`src/rtl/fetch_pkg.sv`:
```
// Shared types and constants for the instruction fetch queue.
package fetch_pkg;

  localparam int unsigned FQ_XLEN     = 32;
  localparam int unsigned INSTR_BYTES = 4;
  localparam logic [FQ_XLEN-1:0] RESET_PC = 32'hBFC0_0000;

  typedef struct packed {
    logic [FQ_XLEN-1:0] pc;
    logic [FQ_XLEN-1:0] instr;
  } fq_entry_t;

endpackage

```
`src/rtl/fq_fifo.sv`:
```
// Small circular FIFO of fetch entries with synchronous clear and an
// occupancy count; the head entry is visible without a read strobe.
module fq_fifo
  import fetch_pkg::*;
#(
  parameter int unsigned DEPTH   = 4,
  parameter type         entry_t = fq_entry_t,
  localparam int unsigned AW     = $clog2(DEPTH)
) (
  input  logic        clk,
  input  logic        rst,
  input  logic        clear,
  input  logic        push,
  input  logic        pop,
  input  entry_t      wdata,
  output entry_t      rdata,
  output logic [AW:0] count
);

  entry_t          mem [DEPTH];
  logic   [AW-1:0] wr_ptr;
  logic   [AW-1:0] rd_ptr;

  always_ff @(posedge clk) begin
    if (push) begin
      mem[wr_ptr] <= wdata;
    end
  end

  always_ff @(posedge clk or posedge rst) begin
    if (rst) begin
      wr_ptr <= '0;
      rd_ptr <= '0;
      count  <= '0;
    end else if (clear) begin
      wr_ptr <= '0;
      rd_ptr <= '0;
      count  <= '0;
    end else begin
      if (push) wr_ptr <= wr_ptr + 1'b1;
      if (pop)  rd_ptr <= rd_ptr + 1'b1;
      case ({push, pop})
        2'b10:   count <= count + 1'b1;
        2'b01:   count <= count - 1'b1;
        default: count <= count;
      endcase
    end
  end

  assign rdata = mem[rd_ptr];

  // The issue gate upstream must keep pushes away from a full queue.
  always @(posedge clk) begin
    if (!rst && !clear) begin
      assert (!(push && count == (AW+1)'(DEPTH)));
      assert (!(pop && count == '0));
    end
  end

endmodule

```
`src/rtl/fetch_queue.sv`:
```
// Instruction fetch queue: owns the PC, issues 1-cycle memory reads and
// buffers responses for decode. FETCH_QUEUE_BYPASS_EN enables the empty-queue bypass.
module fetch_queue
  import fetch_pkg::fq_entry_t;
  import fetch_pkg::FQ_XLEN;
  import fetch_pkg::INSTR_BYTES;
#(
  parameter int unsigned           DATA_WIDTH = FQ_XLEN,
  parameter int unsigned           DEPTH      = 4,
  parameter logic [DATA_WIDTH-1:0] RESET_PC   = fetch_pkg::RESET_PC
) (
  input  logic                  clk,
  input  logic                  rst,
  input  logic                  trigger,
  input  logic                  flush,
  input  logic [DATA_WIDTH-1:0] flush_pc,
  output logic [DATA_WIDTH-1:0] imem_addr,
  output logic                  imem_req,
  input  logic [DATA_WIDTH-1:0] imem_rdata,
  output logic                  out_valid,
  input  logic                  out_ready,
  output logic [DATA_WIDTH-1:0] out_instr,
  output logic [DATA_WIDTH-1:0] out_pc,
  output logic [DATA_WIDTH-1:0] out_pc4
);

  localparam int unsigned AW = $clog2(DEPTH);

  logic [DATA_WIDTH-1:0] pc_q;
  logic [DATA_WIDTH-1:0] inflight_pc_q;
  logic                  inflight_q;
  logic [AW:0]           count;
  logic [AW+1:0]         occupancy;
  logic                  resp;
  logic                  fifo_empty;
  logic                  fifo_push;
  logic                  fifo_pop;
  fq_entry_t             head;
  fq_entry_t             resp_entry;
  fq_entry_t             sel;

  // Queued entries plus the one in flight must leave room for a new response.
  assign occupancy  = {1'b0, count} + {{(AW+1){1'b0}}, inflight_q};
  assign imem_req   = trigger & ~flush & ~rst & (occupancy < (AW+2)'(DEPTH));
  assign imem_addr  = pc_q;
  assign resp       = inflight_q & ~flush;
  assign fifo_empty = (count == '0);
  assign resp_entry = '{pc: inflight_pc_q, instr: imem_rdata};
  assign fifo_pop   = ~fifo_empty & out_ready & ~flush;

`ifdef FETCH_QUEUE_BYPASS_EN
  logic bypass;
  assign bypass    = resp & fifo_empty;
  assign out_valid = ~fifo_empty | bypass;
  assign sel       = bypass ? resp_entry : head;
  assign fifo_push = resp & ~(bypass & out_ready);
`else
  assign out_valid = ~fifo_empty;
  assign sel       = head;
  assign fifo_push = resp;
`endif

  assign out_pc    = sel.pc;
  assign out_instr = sel.instr;
  assign out_pc4   = sel.pc + DATA_WIDTH'(INSTR_BYTES);

  always_ff @(posedge clk or posedge rst) begin
    if (rst) begin
      pc_q          <= RESET_PC;
      inflight_q    <= 1'b0;
      inflight_pc_q <= '0;
    end else if (flush) begin
      pc_q       <= flush_pc;
      inflight_q <= 1'b0;
    end else if (imem_req) begin
      inflight_q    <= 1'b1;
      inflight_pc_q <= pc_q;
      pc_q          <= pc_q + DATA_WIDTH'(INSTR_BYTES);
    end else begin
      inflight_q <= 1'b0;
    end
  end

  fq_fifo #(
    .DEPTH   (DEPTH),
    .entry_t (fq_entry_t)
  ) u_fifo (
    .clk   (clk),
    .rst   (rst),
    .clear (flush),
    .push  (fifo_push),
    .pop   (fifo_pop),
    .wdata (resp_entry),
    .rdata (head),
    .count (count)
  );

endmodule
```
`config.mk`:
```
export PLATFORM = sky130hd
export DESIGN_NAME = fetch_queue
export DESIGN_NICKNAME = d
export VERILOG_FILES = /design/src/rtl/fetch_pkg.sv /design/src/rtl/fq_fifo.sv /design/src/rtl/fetch_queue.sv
export SDC_FILE = /design/constraint.sdc
export NUM_CORES = 1
export LEC_CHECK = 0
export ABC_AREA = 1
export CORE_ASPECT_RATIO = 0.7
export CORE_MARGIN = 4
export CORE_UTILIZATION = 30
export DETAILED_ROUTE_END_ITERATION = 8
export PLACE_DENSITY_LB_ADDON = 0.15
export SETUP_SLACK_MARGIN = 0.1
export SLEW_MARGIN = 20
export SYNTH_ARGS = -nofsm -noshare
export SYNTH_HDL_FRONTEND = slang
export SYNTH_SLANG_ARGS = --single-unit
```
`constraint.sdc`:
```
create_clock -name clk -period 10.95 [get_ports clk]
set_clock_uncertainty 0.05 [all_clocks]
set_input_delay 2.7375 -clock clk [delete_from_list [all_inputs] [get_ports clk]]
set_output_delay 2.7375 -clock clk [all_outputs]
set_load 0.01 [all_outputs]
```
Yosys cells after proc, flatten, opt, wreduce, memory -nomap -nowiden

Memories as Yosys holds them, arrays and structs flattened.
Index checks and enable logic that the tools add are counted.
Widths: inputs -> output; s select.

Register bits after elaboration: 72
RAM bits: 256
Memories kept: 1

$add $sub $neg: 7
Magnitude comparators: 1
Equality and inequality tests: 2
Mux-type cells: 12
Bitwise gates (word level): 9
Reductions and logical operators: 6

Memory list:

| memory     | words | width | rd ports | clocked after Yosys merged registers in | write ports | RTL line      | source |
|---|---|---|---|---|---|---|---|
| u_fifo.mem | 4     | 64    | 1        | 0                                       | 1           | fq_fifo.sv:20 | `entry_t mem [DEPTH];` |

Operators by type and width:

| operator              | number |
|---|---|
| $add 32x3->32 const B | 2 |
| $mux 32               | 2 |
| $mux 2                | 4 |
| $and 1x1->1           | 6 |
| $pmux 3 s2            | 1 |
| $reduce_bool 2->1     | 3 |
| $add 2x1->2 const B   | 2 |
| $add 3x1->4           | 1 |
| $lt 4x3->1 const B    | 1 |
| $mux 1                | 4 |
| $add 3x1->3 const B   | 1 |
| $logic_not 3->1       | 1 |
| $mux 3                | 1 |
| $not 1->1             | 3 |
| $reduce_bool 3->1     | 1 |
| $sub 3x1->3 const B   | 1 |
| $eq 2x1->1 const B    | 1 |
| $eq 2x2->1 const B    | 1 |
| $reduce_and 2->1      | 1 |

Depth between registers and ports, before layout

Depth after elaboration: 7
Gate-level depth with buffers: 14
Mapped depth without buffers: 12

Modules after synthesis

Synthesis repeated with hierarchy kept, for this count alone.

Cells, all modules: 1307
Area total of the unflattened synthesis: 14179.8 µm²

Modules (own cells, without submodules):

| module      | instances | cells an instance | area an instance (µm²) | seq. area each (µm²) |
|---|---|---|---|---|
| fq_fifo     | 1         | 680               | 9920.8                 | 7862.5 |
| fetch_queue | 1         | 627               | 4259.1                 | 1637.8 |

Worst setup path after synthesis

Ideal clock, no wire load.

Path type: input port to output port
Start: input port flush
End: output port imem_req
Arrival time: 3.577 ns
Required time: 8.163 ns
Path slack: 4.585 ns
Stages: 5
Path buffers: 2
Cell sequence: clkinv_1 -> nand4_1 -> buf_2 -> clkbuf_1 -> inv_1

Word-level cells in the longest chain between the ends: 4

Ends and longest elaborated chain:

| item                       | RTL line          | source |
|---|---|---|
| start, declared            | fetch_queue.sv:15 | `input logic flush,` |
| $not 1->1 (no source line) | n/a               |  |
| $and 1x1->1 (3 in a row)   | fetch_queue.sv:44 | `assign imem_req = trigger & ~flush & ~rst & (occupancy < (AW+2)'(DEPTH));` |
| end, declared              | fetch_queue.sv:18 | `output logic imem_req,` |

No other way between the ends.

Worst setup path after layout

Same ends and word-level chain as after synthesis.

==> metrics.txt <==
outcome=finished, final reports clean; setup_tns=0 ns; setup violators final=0; GR Util met3=0.0277; number of flops mapped to enable cells by yosys=256; VDD IR-drop max=82.3 uV; # DRC=0; fmax=133 MHz; Clk Latency, worst-skew pair=0.53 ns; GR peak layer=met1; sw power=1.30 mW; GRT Overall Usage=0.160; DP Area=17,400 sq um; Fillers=4,822; period utilisation layout=0.688; Max Cap Viol=0; CTS Sinks=328; LEAKAGE=7.12 nW; Hold Buf Count CTS=0; Yosys warnings=0; Sw Share=0.334; Mapped Area=14,900 sq um; Final ANT Viol Nets=0; H-tree Lvls=2; worst hold path type=reg -> reg; Mean Syn Cell Area=9.88 sq um; CTS buffer count=36; Die Area=53,200 sq um; DIE WIDTH=274 um; Arr. time, crit path=4.74 ns; fin nets=1,762; Int Power=2.58 mW; Clock Power Share=0.291; Seq/Total Area, Yosys=0.640; Cell Rows=67; Comb power frac=0.285; area of the multi-input gates=4600 sq um; Seq pwr share=0.424; IO buf count=198; clk root buf=clkbuf_16; wire length per cell=18.3 um; CP Class=in -> out; Hold Vio Cnt, Final=0; top cells by area, synth=edfxtp_1, nand2_1, dfrtp_1, nor2_1, o21ai_0; CP required=8.16 ns; total gr overflow=0; crit-path max FO=38; core box area=48,400 sq um; clk slew on worst S/H paths=0.06 ns; synthesis-stage register bit count=328; Final Instance Area=18,500 sq um; wirelength, routed=43.4 mm; Vias=11,000; RSZ-0062 raised after global routing=false; Layout Utilization=0.383; CP startpoint kind=input port; Unique masters post-synth=38; clock buffer depth=3; postcts setup bufs=0; syn nets=1,580; commonest cells in the netlist=nand2_1, edfxtp_1, nor2_1; CTS tree=yes; most frequent cell after synthesis=nand2_1; top-level I/O count=199; crit end category=output port; GPL Wtd Cong=0.870; Synth Instances=1,504; top_reg_cell synth=edfxtp_1; pin count of the biggest net entering global routing=76; initial drt markers=775; Area Growth Syn to Fin=24.7%; slew margin rel.=0.301; hold_ws=0.476 ns; FF+latch area=9510 sq um; share of cells above drive strength 1=0.0620; vias in the first global route=10,600; first-pass GRT wire length=65.7 mm; worst slew pin tran=1.05 ns; post-synth top area cell=edfxtp_1; final-report max-slew violation count=0; Period minus WS final=7.53 ns; vias per cell=4.66; DPL Wire Length=28.8 mm; 1st-pass router iterations=5; asr flop ratio synth=0.220; Pwr Density=209 nW/um^2; post-CTS resize count=0; die height=194 um; Yosys top cell area share=0.518; met2 Usage GRT=0.239; initial antenna violation count=0; Initial Util=0.307; met1 Usage GRT=0.245
[layer usage]
metal,wire length (um),vias to the layer above
met5,0,-
met4,611,0
met3,2270,45
met2,18600,250
met1,21900,5288
li1,-,5436
[power by group through the flow]
stage	clock (mW)	combinational, mW	sequential [mW]
6_report	1.13	1.10	1.64
3_3_place_gp	0	1.10	1.66
3_5_place_dp	0	1.11	1.67
2_1_floorplan	0	0.617	1.58
5_1_grt	1.22	1.21	1.66
4_1_cts	1.17	1.12	1.64
[cell usage in the layout, fill, tap and decap left out, types with 7 or more instances in the layout]
cell type	synthesis	final
clkinv_1	1	11
nand2_1	463	463
inv_1	105	104
clkbuf_16	0	37
nand3_1	100	100
clkdlybuf4s50_1	0	198
o211ai_1	12	12
nor3_1	7	7
dfrtp_1	63	61
edfxtp_1	256	256
o22ai_1	34	34
o21ai_0	119	119
nand2_2	16	16
nand4_1	17	17
buf_4	11	12
xor2_1	24	24
nor2_4	3	7
dfstp_2	9	9
nor2_1	163	159
[registers in the layout, summed over array words and instances (netlist names)]
signal and cells:
imem_addr 32, inflight_pc_q 32, inflight_q 1, u_fifo.count 3
u_fifo.mem 256, u_fifo.rd_ptr 2, u_fifo.wr_ptr 2
[metrics by stage]
stage / total power [mW] / worst slack [ns] / std cells
after floorplan: 2.20 / 4.59 / 1504
after global placement: 2.77 / 3.42 / 2302
after detailed placement: 2.78 / 3.37 / 2302
after CTS: 3.93 / 3.37 / 2365
after global routing: 4.10 / 3.24 / 2366
final: 3.88 / 3.42 / 2367
[final timing paths]
check                                       start  slack, ns                 to  cells past startpoint
min in group asynchronous                     rst       2.52       imem_addr[7]                      2
worst max-delay path                        flush       3.42           imem_req                      6
worst min-delay path            inflight_pc_q[31]       0.48  u_fifo.mem[1][63]                      0
worst min register to register  inflight_pc_q[31]       0.48  u_fifo.mem[1][63]                      0
max in group asynchronous                     rst       7.18   u_fifo.rd_ptr[0]                      3
worst max register to register    u_fifo.count[0]       8.12      imem_addr[30]                      6
[worst max-delay path, cell delays in order]
cell and delay (ns):
clkdlybuf4s50_1 0.45, buf_4 0.35, clkinv_1 0.32, nand4_1 0.32
inv_1 0.07, clkdlybuf4s50_1 0.48
[cell families after synthesis]
logic type,count (synthesis),synth area share
flip-flops,328,0.640
XOR/XNOR,26,0.0153
AO/OA/AOI/OAI,185,0.0703
buffers and inverters,178,0.0527
AND/OR/NAND/NOR,780,0.216
adder cells (fa/ha/maj),7,0.00640
[area by class of cell]
class | instances | share of cell area
inverter | 111 | 0.0228
clock inverter | 20 | 0.00709
timing repair buffer | 211 | 0.113
sequential | 328 | 0.513
antenna | 1 | 0.000135
multi-input combinational | 998 | 0.248
tap | 655 | 0.0443
clock buffer | 43 | 0.0512
Note: power is estimated with default switching activity, not from simulation.
